`config.mk`:
```
export PLATFORM = sky130hd
export DESIGN_NAME = spi_frame_trig
export DESIGN_NICKNAME = d
export VERILOG_FILES = /design/src/rtl/spi_frame_trig.sv
export SDC_FILE = /design/constraint.sdc
export NUM_CORES = 1
export LEC_CHECK = 0
export ABC_AREA = 1
export CORE_ASPECT_RATIO = 1.4
export CORE_MARGIN = 2
export CORE_UTILIZATION = 54
export DETAILED_ROUTE_END_ITERATION = 12
export PLACE_DENSITY = 0.81
export SETUP_SLACK_MARGIN = 0.05
export SLEW_MARGIN = 0
export SYNTH_ARGS = -nofsm -noshare
export SYNTH_HDL_FRONTEND = slang
export SYNTH_SLANG_ARGS = --single-unit
```
`constraint.sdc`:
```
create_clock -name clk_i -period 3.07 [get_ports clk_i]
set_clock_uncertainty 0.15 [all_clocks]
set_input_delay 0.4605 -clock clk_i [delete_from_list [all_inputs] [get_ports clk_i]]
set_output_delay 0.4605 -clock clk_i [all_outputs]
set_load 0.1 [all_outputs]
```
`src/rtl/spi_frame_trig.sv`:
```
// Passive SPI frame sniffer: captures MOSI/MISO per CS frame, compares masked patterns, emits trigger pulses.
// Bus reads/writes ack one cycle after the strobe; there is no backpressure, SPI edges are sampled every clk_i.
module spi_frame_trig #(
  parameter int SYNC_STG = 2,
  parameter int TRG_LEN  = 8
) (
  input  logic        clk_i,
  input  logic        rstn_i,
  input  logic        spi_cs_i,
  input  logic        spi_sclk_i,
  input  logic        spi_mosi_i,
  input  logic        spi_miso_i,
  input  logic [31:0] sys_addr,
  input  logic [31:0] sys_wdata,
  input  logic        sys_wen,
  input  logic        sys_ren,
  output logic [31:0] sys_rdata,
  output logic        sys_ack,
  output logic        trg_o,
  output logic        mosi_trg_o,
  output logic        busy_o
);
  localparam int PW = $clog2(TRG_LEN + 1);

  typedef enum logic [1:0] {IDLE, SHIFT, EVAL, HOLD} state_t;

  typedef struct packed {
    logic [31:0] mosi_mask;
    logic [31:0] mosi_pat;
    logic        miso_flag;
    logic [31:0] miso_mask;
    logic [31:0] miso_pat;
    logic [5:0]  nbits;
  } cfg_t;

  logic [3:0]  sync_q [SYNC_STG];
  logic [3:0]  sync_d [SYNC_STG];
  logic [1:0]  prev_q, prev_d;
  state_t      state_q, state_d;
  cfg_t        cfg_q, cfg_d, shd_q, shd_d;
  logic        en_q, en_d;
  logic [31:0] mosi_sr_q, mosi_sr_d, miso_sr_q, miso_sr_d;
  logic [5:0]  bit_cnt_q, bit_cnt_d;
  logic [15:0] trig_cnt_q, trig_cnt_d, abort_cnt_q, abort_cnt_d;
  logic [PW-1:0] mpw_q, mpw_d, tpw_q, tpw_d;
  logic        ack_q, ack_d;
  logic [31:0] rdata_q, rdata_d;

  logic        cs_cur, sclk_cur, mosi_cur, miso_cur;
  logic        cs_fall, cs_rise, sclk_rise;
  logic        bus_hit, wr, rd;
  logic [2:0]  idx;
  logic [31:0] len_mask, rd_val;
  logic        mosi_hit, miso_hit, fire;
  logic [11:0] unused_addr;

  assign {cs_cur, sclk_cur, mosi_cur, miso_cur} = sync_q[SYNC_STG-1];
  assign cs_fall   =  prev_q[1] & ~cs_cur;
  assign cs_rise   = ~prev_q[1] &  cs_cur;
  assign sclk_rise = ~prev_q[0] &  sclk_cur;

  assign bus_hit = (sys_addr[19:5] == 15'h3) && (sys_addr[1:0] == 2'b00);
  assign wr      = sys_wen & bus_hit;
  assign rd      = sys_ren & bus_hit;
  assign idx     = sys_addr[4:2];
  assign unused_addr = sys_addr[31:20];

  // Only the low nbits of each shift register belong to the frame.
  assign len_mask = (shd_q.nbits == 6'd32) ? 32'hFFFF_FFFF : ((32'd1 << shd_q.nbits) - 32'd1);
  assign mosi_hit = (((mosi_sr_q ^ shd_q.mosi_pat) & shd_q.mosi_mask & len_mask) == 32'd0);
  assign miso_hit = (((miso_sr_q ^ shd_q.miso_pat) & shd_q.miso_mask & len_mask) == 32'd0);
  assign fire     = mosi_hit && (!shd_q.miso_flag || miso_hit);

  assign busy_o     = (state_q != IDLE);
  assign trg_o      = (tpw_q != '0);
  assign mosi_trg_o = (mpw_q != '0);
  assign sys_ack    = ack_q;
  assign sys_rdata  = rdata_q;

  always_comb begin
    sync_d[0] = {spi_cs_i, spi_sclk_i, spi_mosi_i, spi_miso_i};
    for (int i = 1; i < SYNC_STG; i++) sync_d[i] = sync_q[i-1];
  end

  always_comb begin
    rd_val = '0;
    case (idx)
      3'd0: rd_val = cfg_q.mosi_mask;
      3'd1: rd_val = cfg_q.mosi_pat;
      3'd2: rd_val = {31'd0, cfg_q.miso_flag};
      3'd3: rd_val = cfg_q.miso_mask;
      3'd4: rd_val = cfg_q.miso_pat;
      3'd5: rd_val = {26'd0, cfg_q.nbits};
      3'd6: rd_val = {31'd0, en_q};
      default: rd_val = {abort_cnt_q, trig_cnt_q};
    endcase
  end

  always_comb begin
    prev_d      = {cs_cur, sclk_cur};
    state_d     = state_q;
    cfg_d       = cfg_q;
    shd_d       = shd_q;
    en_d        = en_q;
    mosi_sr_d   = mosi_sr_q;
    miso_sr_d   = miso_sr_q;
    bit_cnt_d   = bit_cnt_q;
    trig_cnt_d  = trig_cnt_q;
    abort_cnt_d = abort_cnt_q;
    mpw_d       = (mpw_q != '0) ? mpw_q - PW'(1) : mpw_q;
    tpw_d       = (tpw_q != '0) ? tpw_q - PW'(1) : tpw_q;
    ack_d       = (sys_wen | sys_ren) & bus_hit;
    rdata_d     = rd ? rd_val : 32'd0;

    // Snapshot config at frame start so mid-frame writes only affect the next frame.
    if (state_q == IDLE && cs_fall) begin
      shd_d = cfg_q;
      if (cfg_q.nbits == 6'd0 || cfg_q.nbits > 6'd32) shd_d.nbits = 6'd32;
    end

    case (state_q)
      IDLE: begin
        if (cs_fall && en_q) begin
          state_d   = SHIFT;
          mosi_sr_d = '0;
          miso_sr_d = '0;
          bit_cnt_d = '0;
        end
      end
      SHIFT: begin
        if (sclk_rise) begin
          mosi_sr_d = {mosi_sr_q[30:0], mosi_cur};
          miso_sr_d = {miso_sr_q[30:0], miso_cur};
          bit_cnt_d = bit_cnt_q + 6'd1;
        end
        if (sclk_rise && (bit_cnt_q + 6'd1 == shd_q.nbits)) begin
          state_d = EVAL;
        end else if (cs_rise) begin
          state_d     = IDLE;
          abort_cnt_d = abort_cnt_q + 16'd1;
        end
      end
      EVAL: begin
        if (mosi_hit) mpw_d = PW'(TRG_LEN);
        if (fire) begin
          tpw_d      = PW'(TRG_LEN);
          trig_cnt_d = trig_cnt_q + 16'd1;
        end
        state_d = HOLD;
      end
      default: begin
        // Level test also covers a CS rise that coincided with the last bit.
        if (cs_cur) state_d = IDLE;
      end
    endcase

    if (wr) begin
      case (idx)
        3'd0: cfg_d.mosi_mask = sys_wdata;
        3'd1: cfg_d.mosi_pat  = sys_wdata;
        3'd2: cfg_d.miso_flag = sys_wdata[0];
        3'd3: cfg_d.miso_mask = sys_wdata;
        3'd4: cfg_d.miso_pat  = sys_wdata;
        3'd5: cfg_d.nbits     = sys_wdata[5:0];
        3'd6: en_d            = sys_wdata[0];
        default: begin
          trig_cnt_d  = '0;
          abort_cnt_d = '0;
        end
      endcase
    end
  end

  always_ff @(posedge clk_i or negedge rstn_i) begin
    if (!rstn_i) begin
      for (int i = 0; i < SYNC_STG; i++) sync_q[i] <= '0;
      prev_q      <= '0;
      state_q     <= IDLE;
      cfg_q       <= '0;
      shd_q       <= '0;
      en_q        <= 1'b0;
      mosi_sr_q   <= '0;
      miso_sr_q   <= '0;
      bit_cnt_q   <= '0;
      trig_cnt_q  <= '0;
      abort_cnt_q <= '0;
      mpw_q       <= '0;
      tpw_q       <= '0;
      ack_q       <= 1'b0;
      rdata_q     <= '0;
    end else begin
      for (int i = 0; i < SYNC_STG; i++) sync_q[i] <= sync_d[i];
      prev_q      <= prev_d;
      state_q     <= state_d;
      cfg_q       <= cfg_d;
      shd_q       <= shd_d;
      en_q        <= en_d;
      mosi_sr_q   <= mosi_sr_d;
      miso_sr_q   <= miso_sr_d;
      bit_cnt_q   <= bit_cnt_d;
      trig_cnt_q  <= trig_cnt_d;
      abort_cnt_q <= abort_cnt_d;
      mpw_q       <= mpw_d;
      tpw_q       <= tpw_d;
      ack_q       <= ack_d;
      rdata_q     <= rdata_d;
    end
  end
endmodule

```
== Yosys cells after proc, flatten, opt, wreduce, memory -nomap -nowiden ==
Index checks and enable logic that the tools add are counted.

* Register bits after elaboration: 426
* Latch bits: 0
* Bits in writable memories: 0
* Memory bits (read-only): 0
* Output and inout bits: 36
* Logic and storage cells: 125
* Memories: 0

* Add/sub/neg operators: 6
* Multiply operators: 0
* Divide/modulo/power cells: 0
* Magnitude comparators: 1
* Eq/ne operators: 14
* Shifts and indexed selects: 1
* Mux-type cells: 32
* Bitwise logic cells: 16
* Reduce and logical (&&, ||, !) cells: 29

{| class="wikitable"
|+ Operators by type and width
! operator !! count
|-
| 32-bit case mux with 7 select lines || 1
|-
| 32-bit two-way mux || 5
|-
| 16-bit two-way mux || 9
|-
| 32-bit bitwise AND || 4
|-
| 32-bit case mux with 2 select lines || 2
|-
| 32-bit zero test || 2
|-
| 32-bit bitwise XOR || 2
|-
| 16-bit by 1-bit adder with 16-bit output, second input constant || 2
|-
| 1-bit by 6-bit left shift with 32-bit output, first input constant || 1
|-
| 32-bit by 1-bit subtractor with 32-bit output, second input constant || 1
|-
| 4-bit two-way mux || 6
|-
| 6-bit two-way mux || 3
|-
| 15-bit by 2-bit equality test with 1-bit output, second input constant || 1
|-
| 2-bit AND reduction || 7
|-
| 6-bit case mux with 2 select lines || 1
|-
| 4-bit nonzero test || 3
|-
| 3-bit equality test, second input constant || 3
|-
| 2-bit two-way mux || 4
|-
| 4-bit by 1-bit subtractor with 4-bit output, second input constant || 2
|-
| 7-bit OR reduction || 1
|-
| 6-bit by 1-bit adder with 6-bit output, second input constant || 1
|-
| 1-bit bitwise AND || 6
|-
| 3-bit by 2-bit equality test with 1-bit output, second input constant || 2
|-
| 6-bit equality test || 1
|-
| other kinds (19) || 29
|}

== Longest topological paths before layout ==
* Depth in word-level cells: 11
* Mapped depth: 23
* Depth with buffers taken out: 21

== Worst setup path before layout ==
OpenSTA, ideal clock, no wires.

* Kind: reg2reg
* From: register shd_q[3] in the netlist's numbering
* To: register trig_cnt_q[12]
* Library setup time: 0.132 ns
* Arrival time: 2.584 ns
* Setup slack: 0.205 ns
* Cell stages (with the launch flop): 22
* Buffers on the path: 2
* Cells stage by stage: dfrtp_1 -> inv_2 -> clkbuf_1 -> nand3_1 -> nor2_1 -> nand2_1 -> ha_1 -> nand3_1 -> inv_2 -> nand2_2 -> nor2_4 -> nand3_1 -> nand3_1 -> a21oi_1 -> nand2_1 -> nor2_1 -> nand3_1 -> nand2_4 -> buf_4 -> nand4_1 -> nand2_1 -> nor2_1

* Longest elaborated chain between the ends: 11
* Elaborated cells on any way between the ends: 14
* Classes of those cells: add/sub: 1; eq/ne: 1; shift: 1; mux: 5; bitwise: 2; reduce/logical: 4

{| class="wikitable"
|+ Ends and longest elaborated chain
! element !! RTL line !! RTL
|-
| from (decl) || 40 || <nowiki>cfg_t cfg_q, cfg_d, shd_q, shd_d;</nowiki>
|-
| from (signal assigned) || 180 || <nowiki>shd_q <= '0;</nowiki>
|-
| from (signal assigned) || 196 || <nowiki>shd_q <= shd_d;</nowiki>
|-
| 1-bit by 6-bit left shift with 32-bit output || 69 || <nowiki>assign len_mask = (shd_q.nbits == 6'd32) ? 32'hFFFF_FFFF : ((32'd1 << shd_q.nbits) - 32'd1);</nowiki>
|-
| 32-bit by 1-bit subtractor with 32-bit output || 69 ||
|-
| 32-bit two-way mux * || 69 ||
|-
| 32-bit bitwise AND || 71 || <nowiki>assign miso_hit = (((miso_sr_q ^ shd_q.miso_pat) & shd_q.miso_mask & len_mask) == 32'd0);</nowiki>
|-
| 32-bit zero test || 71 ||
|-
| 1-bit logical OR || 72 || <nowiki>assign fire = mosi_hit && (!shd_q.miso_flag || miso_hit);</nowiki>
|-
| 1-bit logical AND * || 72 ||
|-
| 16-bit two-way mux * || 145 || <nowiki>if (fire) begin</nowiki>
|-
| 16-bit two-way mux * || 121 || <nowiki>case (state_q)</nowiki>
|-
| 16-bit two-way mux || 158 || <nowiki>case (idx)</nowiki>
|-
| 16-bit two-way mux * || 157 || <nowiki>if (wr) begin</nowiki>
|-
| via trig_cnt_d[12] || 44 || <nowiki>logic [15:0] trig_cnt_q, trig_cnt_d, abort_cnt_q, abort_cnt_d;</nowiki>
|-
| to (signal assigned) || 201 || <nowiki>trig_cnt_q <= trig_cnt_d;</nowiki>
|-
| to (decl) || 44 ||
|}

The timed path passes the listed nets; every way through them passes the cells marked *.
A chain may end at the register's enable or synchronous reset.

== Worst setup path in the final report ==
* From: register shd_q[1] in the netlist's numbering
* To: register trig_cnt_q[1]

The elaborated chain is that of the path after synthesis.

==> impl_results.md <==
* Post-route antenna net violation count at 0
* Startpoint kind of the worst setup timing path: flip-flop
* Number of filler instances in the final layout at between 2000 and 3000
* Cell family contributing the most delay on the critical path: simple AND/OR/NAND/NOR gates
* Buffer and inverter count on the worst path at 7
* Post-synthesis cell count at 2309
* Layout area overhead at 23.1%
* Post-Synthesis Net Count at 2390
* Inst Count DP at slightly below 3000
* Clock insertion delay at the later pin of the skew report at 0.55 ns
* Type of destination of the critical path: flip-flop
* DRC errors left at 0
* Run status: finished with violations
* Number of violations reported at the end of detailed-routing iteration 0 at approximately 1500
* Number of pins with negative max-slew slack in the final report at 0
* Worst vdd ir at a little over 0.0005 V
* Total die area at approximately 38000 um2
* Number of global-route vias before repair at 17600
* Endpoints failing hold at 0
* Category of the most critical setup path: reg2reg
* Post-layout worst setup margin at -0.0968 ns
* Largest net degree at the start of global routing at 86
* Max-slew headroom at the worst pin at 0.471
* Post-Route WL at 57100 um
* Top_reg_cell synth: dfrtp_1
* Slowest CP cell: dfrtp_1
* Area used by multi-input combinational logic at about 7800 um2
* Slowest stage delay, CP at 0.44 ns
* CP Data Required Time at 3.34 ns
* Total leakage power at 11.5 nW
* Placement-stage worst setup slack at -0.252 ns
* Global-route wire length before repair at 90900 um
* Number of ports placed on the die boundary at 108
* TritonCTS clock tree: yes
* Total half-perimeter wirelength after legalization and detailed placement at 39600 um
* Post-synth cell types at 46
* Number of enable flip-flop cells after synthesis at 0
* Worst min-delay path category: reg2reg
* Number of nets in the layout at about 2600
* CP Cell Sequence: inv_2 -> buf_4 -> buf_4 -> nand3_2 -> nor2_1 -> nand2_1 -> buf_4 -> nand2_1 -> buf_4 -> nor2_1 -> nand2_1 -> nor2_4 -> nand2_1 -> nor3_1 -> a21oi_1 -> nand2_1 -> nor2_4 -> nand3_4 -> nand2_8 -> buf_4 -> nand2_4 -> inv_4 -> nor2_2 -> nor2_1
* Fraction of synthesized cell area taken by the top area cell type at 0.546
* Buffers from clock root to sink, at most at 3
* Die span in y at 229 um
* Count of state elements after synthesis at around 430
* Level count of the clock H-tree at 2
* Shortest clock period the worst path allows after layout at 3.17 ns
* Via density at 5.82
* Max Fclk at 316 MHz
* Proportion of layout cells with a drive suffix above 1 at 0.163
* Routability Congestion at 0.901
* Avg WL per Cell at 19.0 um
* Setup repair after global routing missed its margin: yes
* Total of buffers placed on input and output ports at 95
* Mean cell area of the mapped netlist at ~8.5 um2
* # clock sinks at approximately 430
* Slew at the pin closest to its max-slew limit at 0.794 ns
* Leading post-synthesis cells by instance count: nand2_1, dfrtp_1, inv_1
* Period utilisation layout at 1.03
* Top-count cell post-synth: nand2_1
* Cell area reported after detailed placement at 21800 um2
* Number of standard cells in the layout, taps in and fillers out at 3007
* Share of synthesized flip-flops with an asynchronous set or reset at 1.00
* Proportion of synthesized chip area in sequential cells at 0.546
* Remaining global-route overflow at 0
* Detailed Routing Iterations Pass 1 at 6
* Initial Utilization at 0.547
* Clock root buffer: clkbuf_16
* Cell Pwr Density at between 500 and 600 nW/um2
* Total Power Consumption at roughly 13 mW
* Die W at 165 um
* Critical-path maximum fanout at 8
* Area of the placeable core at 35700 um2
* GRT Overall Usage at 0.307
* Final count of negative-setup-slack endpoints at 15
* # diodes at 0
* Number of warning messages in the yosys log at 0
* Number of clock buffers inserted by TritonCTS at 41
* Initial antenna violation count at 1
* Max_cap viols at 0
* Worst path arrival time at 3.44 ns
* Total number of placement rows at between 80 and 90
* Total number of vias at between 15000 and 20000
* Synthesized cell area at 19500 um2
* Failing checks: setup timing
* Design area at 24000 um2
* Post-CTS clock slew at the launch and capture registers of the worst setup and hold paths at 0.07 ns
* Largest cells by area after synthesis: dfrtp_1, nand2_1, o21ai_0
* Cell type with the highest aggregate area in the netlist: dfrtp_1
* Sequential cell area in the final layout at 10700 um2
-- registers in the layout (all words and copies together) (netlist names) --
signal and flops:
sys_ack 1, cfg_q 135, state_q 2, en_q 1, miso_cur 1, sync_d 4, tpw_q 4, shd_q 135
bit_cnt_q 6, prev_q 2, mosi_sr_q 32, abort_cnt_q 16, trig_cnt_q 16, mpw_q 4, mosi_cur 1, cs_cur 1
miso_sr_q 32, prev_d 1, sys_rdata 32
-- area by class of cell --
cell class,count,share of cell area
Tap cell,462,0.0241
Sequential cell,426,0.444
Inverter,308,0.0487
Clock buffer,60,0.0507
Multi-Input combinational cell,1472,0.325
Timing Repair Buffer,268,0.103
Clock inverter,11,0.00490
-- kinds of logic (layout without fill, tap and decap cells) --
family | Yosys count | count (layout) | share of synthesized area
xor gates and xnor gates | 51 | 51 | 0.0229
DFF | 426 | 426 | 0.546
AOI/OAI and AO/OA | 507 | 507 | 0.147
adders and majority gates | 9 | 9 | 0.00577
and+or+nand+nor | 905 | 905 | 0.196
buffers and inverters | 411 | 647 | 0.0816
-- routing by layer --
layer,vias up,routed length (um),track usage
li1,8004,-,-
met1,8500,22000,0.387
met2,783,28000,0.511
met3,217,3760,0.0439
met4,2,3210,0.160
met5,-,14,0
-- path summary, 6_finish.rpt --
| kind | from | endpoint | slack [ns] | cells after the start |
|---|---|---|---|---|
| max | shd_q[1]$_DFFE_PN0P_ | trig_cnt_q[1]$_DFF_PN0_ | -0.1 | 24 |
| min | sync_d[0]$_DFF_PN0_ | miso_cur$_DFF_PN0_ | 0.20 | 0 |
| max reg2reg | shd_q[1]$_DFFE_PN0P_ | trig_cnt_q[1]$_DFF_PN0_ | -0.1 | 24 |
| min reg2reg | sync_d[0]$_DFF_PN0_ | miso_cur$_DFF_PN0_ | 0.20 | 0 |
| max in group asynchronous | rstn_i | shd_q[4]$_DFFE_PN0P_ | 1.47 | 3 |
| min in group asynchronous | rstn_i | trig_cnt_q[6]$_DFF_PN0_ | 0.36 | 2 |
-- placed cells by master (no fill, tap or decap), drive strengths merged, types with 6 or more instances in the layout --
cell / count
a211oi: 6
a21oi: 48
a221oi: 12
buf: 205
clkbuf: 64
clkdlybuf4s50: 58
clkinv: 8
dfrtp: 426
ha: 9
inv: 308
nand2: 536
nand3: 99
nand3b: 9
nand4: 42
nor2: 170
nor3: 32
o21ai: 287
o221ai: 24
o22ai: 116
or2: 7
xnor2: 7
xor2: 44
-- power breakdown --
group | internal (mW) | total (mW) | switching (mW)
registers | 5.82 | 6.01 | 0.196
logic | 0.507 | 1.69 | 1.18
clock network | 2.92 | 5.09 | 2.17
total | 9.25 | 12.8 | 3.55
-- timing repair --
item	CTS	global route
setup endpoints to repair	24	26
buffers inserted	8	8
endpoints found under the hold margin	73	0
resized for setup	64	86
hold buffers	1	0
gates cloned	1	4
pin swaps	19	69
-- worst reg2reg max path, delay by kind of cell (launching register included) --
family | cells | cell delay [ns]
AOI/OAI and AO/OA | 1 | 0.07
and+or+nand+nor | 16 | 1.56
DFF | 1 | 0.44
buffers and inverters | 7 | 0.82
-- per-stage QoR --
step	TNS [ns]	hold slack [ns]	util
6_report	-0.562	0.196	0.673
5_1_grt	-3.14	0.201	0.673
4_1_cts	-0.126	0.190	0.659
3_5_place_dp	-4.68	0.186	0.611
3_3_place_gp	-4.56	0.185	0.611
2_1_floorplan	0	0.0149	-
Note: power is estimated with default switching activity, not from simulation.
